==> src/rtl/shift_unit_seq_if.sv <==
// Request/response bundle for the multi-cycle EX-stage shifter.
// The master drives a request; the slave (the shifter) returns status and result.
interface shift_unit_seq_if;
  logic        Start;
  logic [1:0]  Op;
  logic [31:0] DataIn;
  logic [31:0] ShamtIn;
  logic [31:0] Result;
  logic        Busy;
  logic        Done;
  logic        OverRange;

  modport master (
    output Start, Op, DataIn, ShamtIn,
    input  Result, Busy, Done, OverRange
  );

  modport slave (
    input  Start, Op, DataIn, ShamtIn,
    output Result, Busy, Done, OverRange
  );
endinterface

==> src/rtl/shift_unit_seq.sv <==
// Multi-cycle SLL/SRL/SRA/ROTR shifter moving at most STEP bit positions per cycle.
// A Start/Busy/Done handshake lets the hazard unit stall EX while a shift runs.
module shift_unit_seq #(
  parameter int STEP = 4
) (
  input  logic              Clk,
  input  logic              Rst,
  shift_unit_seq_if.slave   bus
);

  typedef enum logic [1:0] {
    ST_IDLE  = 2'd0,
    ST_SHIFT = 2'd1,
    ST_DONE  = 2'd2
  } state_t;

  localparam logic [1:0] OP_SLL  = 2'b00;
  localparam logic [1:0] OP_SRL  = 2'b01;
  localparam logic [1:0] OP_SRA  = 2'b10;
  localparam logic [4:0] STEP_L  = 5'(STEP);

  // One partial shift of up to STEP positions; sign supplies the SRA fill.
  function automatic logic [31:0] shift_step(
    input logic [31:0] w,
    input logic [1:0]  op,
    input logic        sign,
    input logic [4:0]  s
  );
    logic [63:0] dbl;
    logic [31:0] keep_mask;
    logic [31:0] res;
    dbl       = {w, w} >> s;
    keep_mask = 32'hFFFF_FFFF >> s;
    case (op)
      OP_SLL:  res = w << s;
      OP_SRL:  res = w >> s;
      OP_SRA:  res = (w >> s) | (sign ? ~keep_mask : 32'h0000_0000);
      default: res = dbl[31:0];
    endcase
    return res;
  endfunction

  state_t      state_q, state_d;
  logic [31:0] work_q, work_d;
  logic [4:0]  rem_q, rem_d;
  logic [1:0]  op_q, op_d;
  logic        sign_q, sign_d;
  logic [31:0] result_q, result_d;
  logic        over_q, over_d;
  logic        busy_q, busy_d;
  logic        done_q, done_d;
  logic [4:0]  step_s;
  logic [31:0] shifted_s;

  // Next-state, datapath and Moore output decode.
  always_comb begin
    state_d  = state_q;
    work_d   = work_q;
    rem_d    = rem_q;
    op_d     = op_q;
    sign_d   = sign_q;
    result_d = result_q;
    over_d   = over_q;

    if (rem_q < STEP_L) begin
      step_s = rem_q;
    end else begin
      step_s = STEP_L;
    end
    shifted_s = shift_step(work_q, op_q, sign_q, step_s);

    case (state_q)
      ST_IDLE, ST_DONE: begin
        if (bus.Start) begin
          work_d = bus.DataIn;
          rem_d  = bus.ShamtIn[4:0];
          op_d   = bus.Op;
          sign_d = bus.DataIn[31];
          over_d = |bus.ShamtIn[31:5];
          if (bus.ShamtIn[4:0] != 5'd0) begin
            state_d = ST_SHIFT;
          end else begin
            state_d  = ST_DONE;
            result_d = bus.DataIn;
          end
        end else begin
          state_d = ST_IDLE;
        end
      end
      ST_SHIFT: begin
        work_d = shifted_s;
        rem_d  = rem_q - step_s;
        if (rem_q == step_s) begin
          state_d  = ST_DONE;
          result_d = shifted_s;
        end else begin
          state_d = ST_SHIFT;
        end
      end
      default: begin
        state_d = ST_IDLE;
      end
    endcase

    busy_d = (state_d == ST_SHIFT);
    done_d = (state_d == ST_DONE);
  end

  // State and datapath registers; reset aborts any operation in flight.
  always_ff @(posedge Clk or negedge Rst) begin
    if (!Rst) begin
      state_q  <= ST_IDLE;
      work_q   <= 32'h0000_0000;
      rem_q    <= 5'd0;
      op_q     <= 2'b00;
      sign_q   <= 1'b0;
      result_q <= 32'h0000_0000;
      over_q   <= 1'b0;
      busy_q   <= 1'b0;
      done_q   <= 1'b0;
    end else begin
      state_q  <= state_d;
      work_q   <= work_d;
      rem_q    <= rem_d;
      op_q     <= op_d;
      sign_q   <= sign_d;
      result_q <= result_d;
      over_q   <= over_d;
      busy_q   <= busy_d;
      done_q   <= done_d;
    end
  end

  assign bus.Result    = result_q;
  assign bus.Busy      = busy_q;
  assign bus.Done      = done_q;
  assign bus.OverRange = over_q;

endmodule

==> src/flat_wrapper.sv <==
// flat-port wrapper written by rule: the top's interface ports become plain ports
module shift_unit_seq_flat 
#(
  parameter int STEP = 4
)
  (Clk, Rst, bus_Start, bus_Op, bus_DataIn, bus_ShamtIn, bus_Result, bus_Busy, bus_Done, bus_OverRange);
  shift_unit_seq_if bus_i ();
  input  logic Clk;
  input  logic Rst;
  input wire logic [$bits(bus_i.Start)-1:0] bus_Start;
  input wire logic [$bits(bus_i.Op)-1:0] bus_Op;
  input wire logic [$bits(bus_i.DataIn)-1:0] bus_DataIn;
  input wire logic [$bits(bus_i.ShamtIn)-1:0] bus_ShamtIn;
  output wire logic [$bits(bus_i.Result)-1:0] bus_Result;
  output wire logic [$bits(bus_i.Busy)-1:0] bus_Busy;
  output wire logic [$bits(bus_i.Done)-1:0] bus_Done;
  output wire logic [$bits(bus_i.OverRange)-1:0] bus_OverRange;
  assign bus_i.Start = bus_Start;
  assign bus_i.Op = bus_Op;
  assign bus_i.DataIn = bus_DataIn;
  assign bus_i.ShamtIn = bus_ShamtIn;
  assign bus_Result = bus_i.Result;
  assign bus_Busy = bus_i.Busy;
  assign bus_Done = bus_i.Done;
  assign bus_OverRange = bus_i.OverRange;
  shift_unit_seq #(.STEP(STEP)) u_core (.Clk(Clk), .Rst(Rst), .bus(bus_i));
endmodule
==> config.mk <==
export PLATFORM = sky130hd
export DESIGN_NAME = shift_unit_seq_flat
export DESIGN_NICKNAME = d
export VERILOG_FILES = /design/src/rtl/shift_unit_seq_if.sv /design/src/rtl/shift_unit_seq.sv /design/src/flat_wrapper.sv
export SDC_FILE = /design/constraint.sdc
export NUM_CORES = 1
export LEC_CHECK = 0
export BUFFER_PORTS_ARGS = -buffer_cell sky130_fd_sc_hd__buf_2
export CAP_MARGIN = 0
export CORE_UTILIZATION = 30
export DETAILED_ROUTE_END_ITERATION = 8
export PLACE_DENSITY_LB_ADDON = 0.2
export SLEW_MARGIN = 25
export SYNTH_ARGS = -nofsm -noshare
export SYNTH_HDL_FRONTEND = slang
export SYNTH_SLANG_ARGS = --single-unit
==> constraint.sdc <==
create_clock -name Clk -period 3.3 [get_ports Clk]
set_input_delay 0.825 -clock Clk [delete_from_list [all_inputs] [get_ports Clk]]
set_output_delay 0.825 -clock Clk [all_outputs]
set_load 0.02 [all_outputs]
==> impl_metrics.toml, run 1 <==
[run_status]
status = "finished, final reports clean"

[grt]
grt_pass1_wl_microns = 36500
overflow = 0
track_usage_pct = 21.9
grt_pass1_vias = 6029
grt_max_degree = 78
antenna_found_initial = 0

[clock_tree]
cts_setup_buffers = 0
clkLatencyLatePin_ns = 0.36
clockRootBuffer = "clkbuf_16"
cts_hold_buf = 0
clock_path_buffers = 2
cts_sinks = 77
cts_buffers = 9
htreeDepth = 3
cts_tree = "done"
clk_pin_slew_ns = 0.07
post_cts_resize_count = 0

[timing]
skew_ns = 0.00899
tightestPinTransition_ns = 0.862
slew_viol_final = 0
fmax_ghz = 0.374
min_period_over_period_pct = 81.1
setup_ws_ns = 0.624
fin_crit_ns = 2.68
tns_ns = 0
setup_viol = 0
hold_violations = 0
rsz0062_at_grt = "no"
slew_headroom_pct = 42.4

[synthesis]
synth_nets = 845
syn-cell-area_sq_um = 6170
synth_cells = 775
synth-seq-cells = 77
syn-mean-instance-area_sq_um = 7.96
async_reset_ff_share_pct = 100
ys_seq_area_share_pct = 31.2
yosysWarnings = 0
synth-edff-count = 0
synth_cell_types = 72
synth-main-ff-cell = "dfrtp_1"

[min_path]
hold_class = "reg2reg"
min_path_cells = 2

[worst_setup_path]
crit_path_start_kind = "register"
r2r_end = "u_core.work_q[20]"
r2r-start = "u_core.rem_q[3]"
reg2reg_depth = 6
crit_start = "u_core.rem_q[3]"
cp-end-kind = "register"
required_ns = 3.51
crit_path_end = "u_core.work_q[20]"
crit_arrival_ns = 2.88
path_max_fanout = 28
reg2reg_slack_ns = 0.62
critPathKind = "reg2reg"

[power]
leakage_nw = 2.99
power-per-cell-area_nw_per_um2 = 1210
peakVddDrop_mv = 0.452

[run]
maxCapViolCount = 0

[finish]
area_growth_pct = 16.3
fillers = 2149
post-route-util_pct = 35.6
fin_nets = 891
regArea_sq_um = 1930
multi_input_area_sq_um = 3790
antennaDiodeCount = 0
final_layout_size_suffix_gt1_share_pct = 23.1

[drt]
viasPerCell = 5.87
wl_microns = 23000
drtAntennaViolNets = 0
vias = 6432
drcViolationCount = 0
first_pass_iters = 5
wl_per_cell_microns = 21.0
drtIter0Drc = 598

[floorplan]
core_area_sq_um = 20200
rows = 52
die_w_microns = 145
die_area_sq_um = 21100
ioPinCount = 104
initial_core_util_pct = 30.6
die_y_microns = 145

[placement]
gp_congestion = 0.877
dpl.hpwl_microns = 15700
dp_slack_ns = 0.574
portBuffers = 103
## logic make-up after synthesis
| family | synth area share (%) |
|---|---|
| AOI/OAI and AO/OA | 30.8 |
| xor gates and xnor gates | 0.142 |
| adders and majority gates | 0.203 |
| buffers and inverters | 7.87 |
| DFF | 31.2 |
| muxes | 10.9 |
| other | 0.0608 |
| and+or+nand+nor | 18.8 |
## sequential cells by signal, summed over array words and instances (netlist names)
register / flops
u_core.bus.OverRange: 1
u_core.bus.Result: 32
u_core.sign_q: 1
u_core.rem_q: 5
u_core.state_q: 2
u_core.work_q: 32
u_core.op_q: 2
u_core.bus.Busy: 1
u_core.bus.Done: 1
## synth_stat cells (all sizes together), types with 3 or more instances
cell,number,area share [%]
a2111oi,7,1.3
a211o,7,0.99
a211oi,21,2.6
a21boi,6,0.73
a21oi,53,4.3
a221o,6,0.97
a221oi,18,2.7
a22o,4,0.57
a22oi,3,0.36
a2bb2oi,3,0.43
a311oi,5,0.81
a31oi,21,2.1
a32oi,3,0.43
and2,3,0.30
and3,3,0.30
buf,35,3.5
clkbuf,66,4.0
dfrtp,77,31
inv,5,0.30
mux2,6,1.1
mux2i,31,5.0
mux4,13,4.7
nand2,134,8.2
nand2b,4,0.41
nand3,7,0.57
nand4,3,0.30
nor2,53,3.2
nor2b,7,0.71
nor3,21,1.8
nor4,11,1.3
nor4b,3,0.43
o211ai,9,1.1
o21ai,72,5.8
o21bai,3,0.36
o221ai,5,0.71
o22a,3,0.43
o22ai,4,0.41
o2bb2ai,3,0.43
o311ai,3,0.43
o31ai,9,1.1
or3,3,0.30
## how the worst min path moves through the flow
stage | start | slack, ns | to
after global placement | u_core.bus.Result[9] | 0.46 | u_core.bus.Result[9]
after CTS | u_core.bus.Result[29] | 0.48 | u_core.bus.Result[29]
final | u_core.bus.Result[9] | 0.48 | u_core.bus.Result[9]
after floorplan | u_core.sign_q | 0.48 | u_core.sign_q
after detailed placement | u_core.bus.Result[29] | 0.47 | u_core.bus.Result[29]
after global routing | u_core.bus.Result[19] | 0.50 | u_core.bus.Result[19]
## metrics by stage
stage	area (sq um)	cells	hold WS, ns	power (mW)
final	7170	1096	0.476	8.67
after global routing	7170	1096	0.504	9.28
after CTS	7170	1096	0.479	8.66
after detailed placement	6880	1080	0.465	7.62
after global placement	6880	1080	0.458	7.62
after floorplan	6170	775	0.476	5.85
## area by class of cell
cell class	count	area share (%)
inverter	5	0.262
tap	270	4.71
clock inverter	6	0.732
clock buffer	10	3.33
timing repair buffer	136	11.2
multi-input combinational	592	52.9
sequential	77	26.9
## layout by cell type (no fill, tap or decap), drive strengths merged, types with 9 or more instances in the layout
cell type    n
dfrtp       77
buf        136
inv          9
a21oi       53
o31ai        9
nor3        21
o21ai       72
clkbuf      10
a221oi      18
nand2      134
o211ai       9
a31oi       21
nor4        11
a211oi      21
mux2i       31
mux4        13
nor2        53
## layer usage
| metal | share of wire (%) | up-vias | global-route usage, % |
|---|---|---|---|
| li1 | - | 2972 | - |
| met1 | 46 | 3127 | 31.5 |
| met2 | 45 | 295 | 32.9 |
| met3 | 6.1 | 38 | 3.67 |
| met4 | 2.9 | 0 | 8.11 |
| met5 | 0 | - | 0 |
## critical path, stage by stage, from the launching register on
cell	delay, ns
dfrtp_1	0.50
or4b_4	0.80
buf_4	0.28
a221oi_1	0.26
a2111oi_0	0.13
nor4_1	0.41
o31ai_1	0.12
## power breakdown
group,internal [mW],switching [mW]
sequential,1.44,0.913
clock,0.544,0.465
combinational,2.08,3.23
(Power assumes the default switching activity.)
==> run 2, diff against run 1 <==
Settings changed: ABC_AREA from default to 1.
Clock period 3.3 ns to 2.55 ns, I/O delays scaled along.
==> impl_metrics.toml, run 2 <==
[floorplan]
core_area_sq_um = 18700
rows = 50
die_area_sq_um = 19600
ioPinCount = 104
initial_core_util_pct = 30.5
die_w_microns = 140
die_y_microns = 140

[synthesis]
syn-cell-area_sq_um = 5710
synth_cell_types = 39
synth_nets = 956
syn-mean-instance-area_sq_um = 6.45
synthTopCellsByCount = "321 x nand2_1, 162 x nand3_1, 77 x dfrtp_1"
ys_seq_area_share_pct = 33.7
synth-main-ff-cell = "dfrtp_1"
synth-seq-cells = 77
yosysWarnings = 0
synthMostInstantiatedCell = "nand2_1"
synthTopCellsByArea = "dfrtp_1 34%, nand2_1 21%, nand3_1 14%"
synth-edff-count = 0
synth_cells = 886
synth_top_area_cell = "dfrtp_1"
async_reset_ff_share_pct = 100
netlist.area_leader.share_pct = 33.7

[drt]
wl_microns = 19200
first_pass_iters = 5
drtAntennaViolNets = 0
drtIter0Drc = 531
viasPerCell = 5.15
drcViolationCount = 0
wl_per_cell_microns = 15.7
vias = 6286

[finish]
layout_common_cells = "321 x nand2_1, 162 x nand3_1, 102 x buf_2"
multi_input_area_sq_um = 3280
post-route-util_pct = 36.2
layout_commonest_cell = "nand2_1"
area_growth_pct = 18.6
regArea_sq_um = 1930
final_layout_size_suffix_gt1_share_pct = 20.5
antennaDiodeCount = 0
fillers = 2081
fin_nets = 1051
stdcell_count = 1220

[grt]
grt_pass1_wl_microns = 31700
grt_pass1_vias = 5843
antenna_found_initial = 0
track_usage_pct = 20.4
grt_max_degree = 43
overflow = 0

[timing]
hold_violations = 0
tns_ns = 0
fmax_ghz = 0.428
rsz0062_at_grt = "no"
slew_viol_final = 0
setup_viol = 0
skew_ns = 0.00834
tightestPinTransition_ns = 0.664
slew_headroom_pct = 55.7
min_period_over_period_pct = 91.6
fin_crit_ns = 2.34

[run]
maxCapViolCount = 0

[clock_tree]
clockRootBuffer = "clkbuf_16"
htreeDepth = 3
cts_hold_buf = 0
clk_pin_slew_ns = 0.06
cts_buffers = 9
clkLatencyLatePin_ns = 0.35
cts_tree = "done"
clock_path_buffers = 2
cts_sinks = 77
post_cts_resize_count = 0
cts_setup_buffers = 0

[worst_setup_path]
critPathKind = "reg2reg"
crit_path_start_kind = "register"
required_ns = 2.80
cp-end-kind = "register"
crit_arrival_ns = 2.58
path_max_fanout = 18

[power]
power-per-cell-area_nw_per_um2 = 1430
leakage_nw = 3.48
peakVddDrop_mv = 0.512

[run_status]
status = "finished, final reports clean"

[placement]
placed_cells = 1204
portBuffers = 103
dpl.hpwl_microns = 13900
gp_congestion = 0.911

[min_path]
hold_class = "in2async"
run 2: cell types whose count changed after synthesis, moves of 31 or more:
cell / delta
nor2_1: -31
clkbuf_1: -51
nand3_1: +155
inv_1: +48
mux2i_1: -31
nand2_1: +187
run 2: final timing paths:
check | startpoint | end | slack (ns) | cells after the start
min in group Clk | u_core.bus.Result[4] | u_core.bus.Result[4] | 0.47 | 2
max in group asynchronous | Rst | u_core.work_q[23] | 1.68 | 2
max reg2reg | u_core.rem_q[4] | u_core.bus.Result[31] | 0.21 | 12
min | Rst | u_core.bus.Result[11] | 0.27 | 1
max | u_core.rem_q[4] | u_core.bus.Result[31] | 0.21 | 12
min reg2reg | u_core.bus.Result[4] | u_core.bus.Result[4] | 0.47 | 2
run 2: logic make-up (layout without fill, tap and decap cells):
group,Yosys count,after routing,share of synthesized area (%)
and+or+nand+nor,569,569,44.7
DFF,77,77,33.7
AOI/OAI and AO/OA,125,125,11.9
buffers and inverters,111,211,9.02
other,1,1,0.0656
xor gates and xnor gates,2,2,0.307
adders and majority gates,1,1,0.219
run 2: cell type report:
cell class / count / share of cell area [%]
clock buffer: 9 / 3.32
clock inverter: 7 / 0.628
inverter: 60 / 3.36
multi-input combinational: 698 / 48.4
sequential: 77 / 28.4
tap: 234 / 4.32
timing repair buffer: 135 / 11.6
run 2: report_power, final:
part	internal, mW	leakage, nW	switching [mW]
Sequential	1.83	0.944	0.403
Clock	0.653	0.139	0.534
Combinational	2.06	2.40	4.18
run 2: metrics by stage:
step / instance area (sq um) / setup WS (ns) / hold slack, ns / power [mW]
6_report: 6780 / 0.215 / 0.274 / 9.67
5_1_grt: 6780 / 0.00339 / 0.315 / 10.6
4_1_cts: 6780 / 0.234 / 0.298 / 9.71
3_5_place_dp: 6510 / 0.241 / 0.459 / 8.47
3_3_place_gp: 6510 / 0.256 / 0.459 / 8.50
2_1_floorplan: 5710 / 0.815 / 0.342 / 6.64
run 2: critical path, cell delays in order (launching register included):
cell     delay [ns]
dfrtp_1        0.42
nor2_4         0.34
nand2_4        0.28
nor2_4         0.37
inv_1          0.17
o21ai_0        0.17
nand2_1        0.06
nor2_1         0.11
nand2_1        0.06
nand2_1        0.05
nand2_1        0.06
nand2_1        0.07
nand2_1        0.05
run 2: per-layer routing:
metal  wire (microns)  share of wire [%]  GRT usage [%]  vias to the layer above
li1                 -                  -              -                     3129
met1             9520                 50           29.1                     2944
met2             8430                 44           31.2                      191
met3              899                4.7           3.73                       22
met4              344                1.8           5.96                        0
met5                0                  0              0                        -
==> run 3, diff against run 2 <==
==> constraint.sdc (replaced) <==
create_clock -name Clk -period 2.55 [get_ports Clk]
set_input_delay 0.1275 -clock Clk [delete_from_list [all_inputs] [get_ports Clk]]
set_output_delay 0.1275 -clock Clk [all_outputs]
set_load 0.02 [all_outputs]
==> impl_metrics.toml, run 3 (synthesis results as in run 2) <==
[timing]
setup_viol = 0
hold_violations = 0
skew_ns = 0.00686
holdWs_ns = 0.0940
tightestPinTransition_ns = 0.829
slew_viol_final = 0
tns_ns = 0
setup_ws_ns = 0.307
fin_crit_ns = 2.24
slew_headroom_pct = 44.6
min_period_over_period_pct = 88.0
rsz0062_at_grt = "no"
fmax_ghz = 0.446

[placement]
placed_cell_area_sq_um = 6490
dp_slack_ns = 0.284
portBuffers = 103
dpl.hpwl_microns = 13500
gp_congestion = 0.871
placed_cells = 1201

[clock_tree]
cts_tree = "done"
cts_buffers = 9
clock_path_buffers = 2
cts_hold_buf = 4
cts_setup_buffers = 0
htreeDepth = 3
clockRootBuffer = "clkbuf_16"
clkLatencyLatePin_ns = 0.35
post_cts_resize_count = 0
cts_sinks = 77
clk_pin_slew_ns = 0.06

[power]
pwr-share-clk_pct = 12.3
combPwrFrac_pct = 64.4
power-per-cell-area_nw_per_um2 = 1410
switching_share_pct = 52.8
power_mw = 9.61
intPower_mw = 4.54
leakage_nw = 3.48
peakVddDrop_mv = 0.553
power.switching_mw = 5.07
p_seq_share_pct = 23.3

[floorplan]
core_area_sq_um = 18700
die_area_sq_um = 19600
initial_core_util_pct = 30.5
ioPinCount = 104
die_y_microns = 140
rows = 50
die_w_microns = 140

[finish]
fin_nets = 1052
stdcell_count = 1221
post-route-util_pct = 36.3
layout_common_cells = "321 x nand2_1, 162 x nand3_1, 102 x buf_2"
layout_commonest_cell = "nand2_1"
final_area_sq_um = 6790
regArea_sq_um = 1930
multi_input_area_sq_um = 3280
fillers = 2075
area_growth_pct = 18.9
antennaDiodeCount = 0
final_layout_size_suffix_gt1_share_pct = 20.0

[grt]
grt_max_degree = 78
antenna_found_initial = 0
grt_pass1_wl_microns = 31000
grt_pass1_vias = 5895
overflow = 0
track_usage_pct = 19.9

[worst_setup_path]
crit_path_start_kind = "register"
required_ns = 2.80
reg2reg_depth = 11
path_max_fanout = 22
critPathKind = "reg2reg"
crit_arrival_ns = 2.49
cp-end-kind = "register"

[min_path]
hold_class = "in2reg"
min_path_cells = 4

[run_status]
status = "finished with violations"
violations = "design-rule violations"

[drt]
drtIter0Drc = 435
drcViolationCount = 1
vias = 6187
wl_microns = 18700
wl_per_cell_microns = 15.3
first_pass_iters = 8
viasPerCell = 5.07
drtAntennaViolNets = 0

[run]
maxCapViolCount = 0
run 3: cell types whose count changed in the layout (fill, tap and decap cells not counted):
| cell | delta |
|---|---|
| clkinv_4 | -2 |
| buf_4 | -4 |
| clkinvlp_4 | +1 |
| clkinv_2 | -1 |
| dlygate4sd3_1 | +4 |
| buf_6 | +1 |
| clkbuf_1 | +2 |
run 3: area by class of cell:
cell class / instances / share of cell area (%)
clock buffer: 11 / 3.43
tap: 234 / 4.31
clock inverter: 5 / 0.405
sequential: 77 / 28.4
multi-input combinational: 698 / 48.3
timing repair buffer: 136 / 11.8
inverter: 60 / 3.35
run 3: path summary, 6_finish.rpt:
check	end	slack [ns]	startpoint
hold reg to reg	u_core.bus.Result[6]	0.47	u_core.bus.Result[6]
min in group asynchronous	u_core.bus.Result[11]	0.36	Rst
setup reg to reg	u_core.bus.Result[30]	0.31	u_core.rem_q[4]
setup / recovery	u_core.bus.Result[30]	0.31	u_core.rem_q[4]
max in group asynchronous	u_core.bus.Result[20]	1.63	Rst
hold / removal	u_core.bus.OverRange	0.09	bus_ShamtIn[7]
run 3: layer usage:
| metal | part of all wire (%) | up-vias | GRT usage [%] | wire length, microns |
|---|---|---|---|---|
| met4 | 0.99 | 0 | 4.74 | 186 |
| met2 | 44 | 185 | 30.7 | 8310 |
| met5 | 0 | - | 0 | 0 |
| li1 | - | 3129 | - | - |
| met3 | 5.1 | 14 | 3.38 | 964 |
| met1 | 49 | 2859 | 28.7 | 9260 |
run 3: power by group through the flow:
stage / sequential [mW] / combinational (mW) / clock [mW]
2_1_floorplan: 2.43 / 4.22 / 0
3_3_place_gp: 2.26 / 6.15 / 0
3_5_place_dp: 2.24 / 6.18 / 0
4_1_cts: 2.24 / 6.20 / 1.21
5_1_grt: 2.32 / 6.98 / 1.27
6_report: 2.24 / 6.19 / 1.18
run 3: critical path: stages, from the launching register on:
cell and delay, ns:
dfrtp_1 0.42, nor2_4 0.33, nand3_4 0.25, buf_4 0.29, nand2_1 0.15, nand3_1 0.12
nand3_1 0.14, nand2_1 0.08, nand2_1 0.08, nand3_1 0.12, nand3_1 0.10, nand2_1 0.05
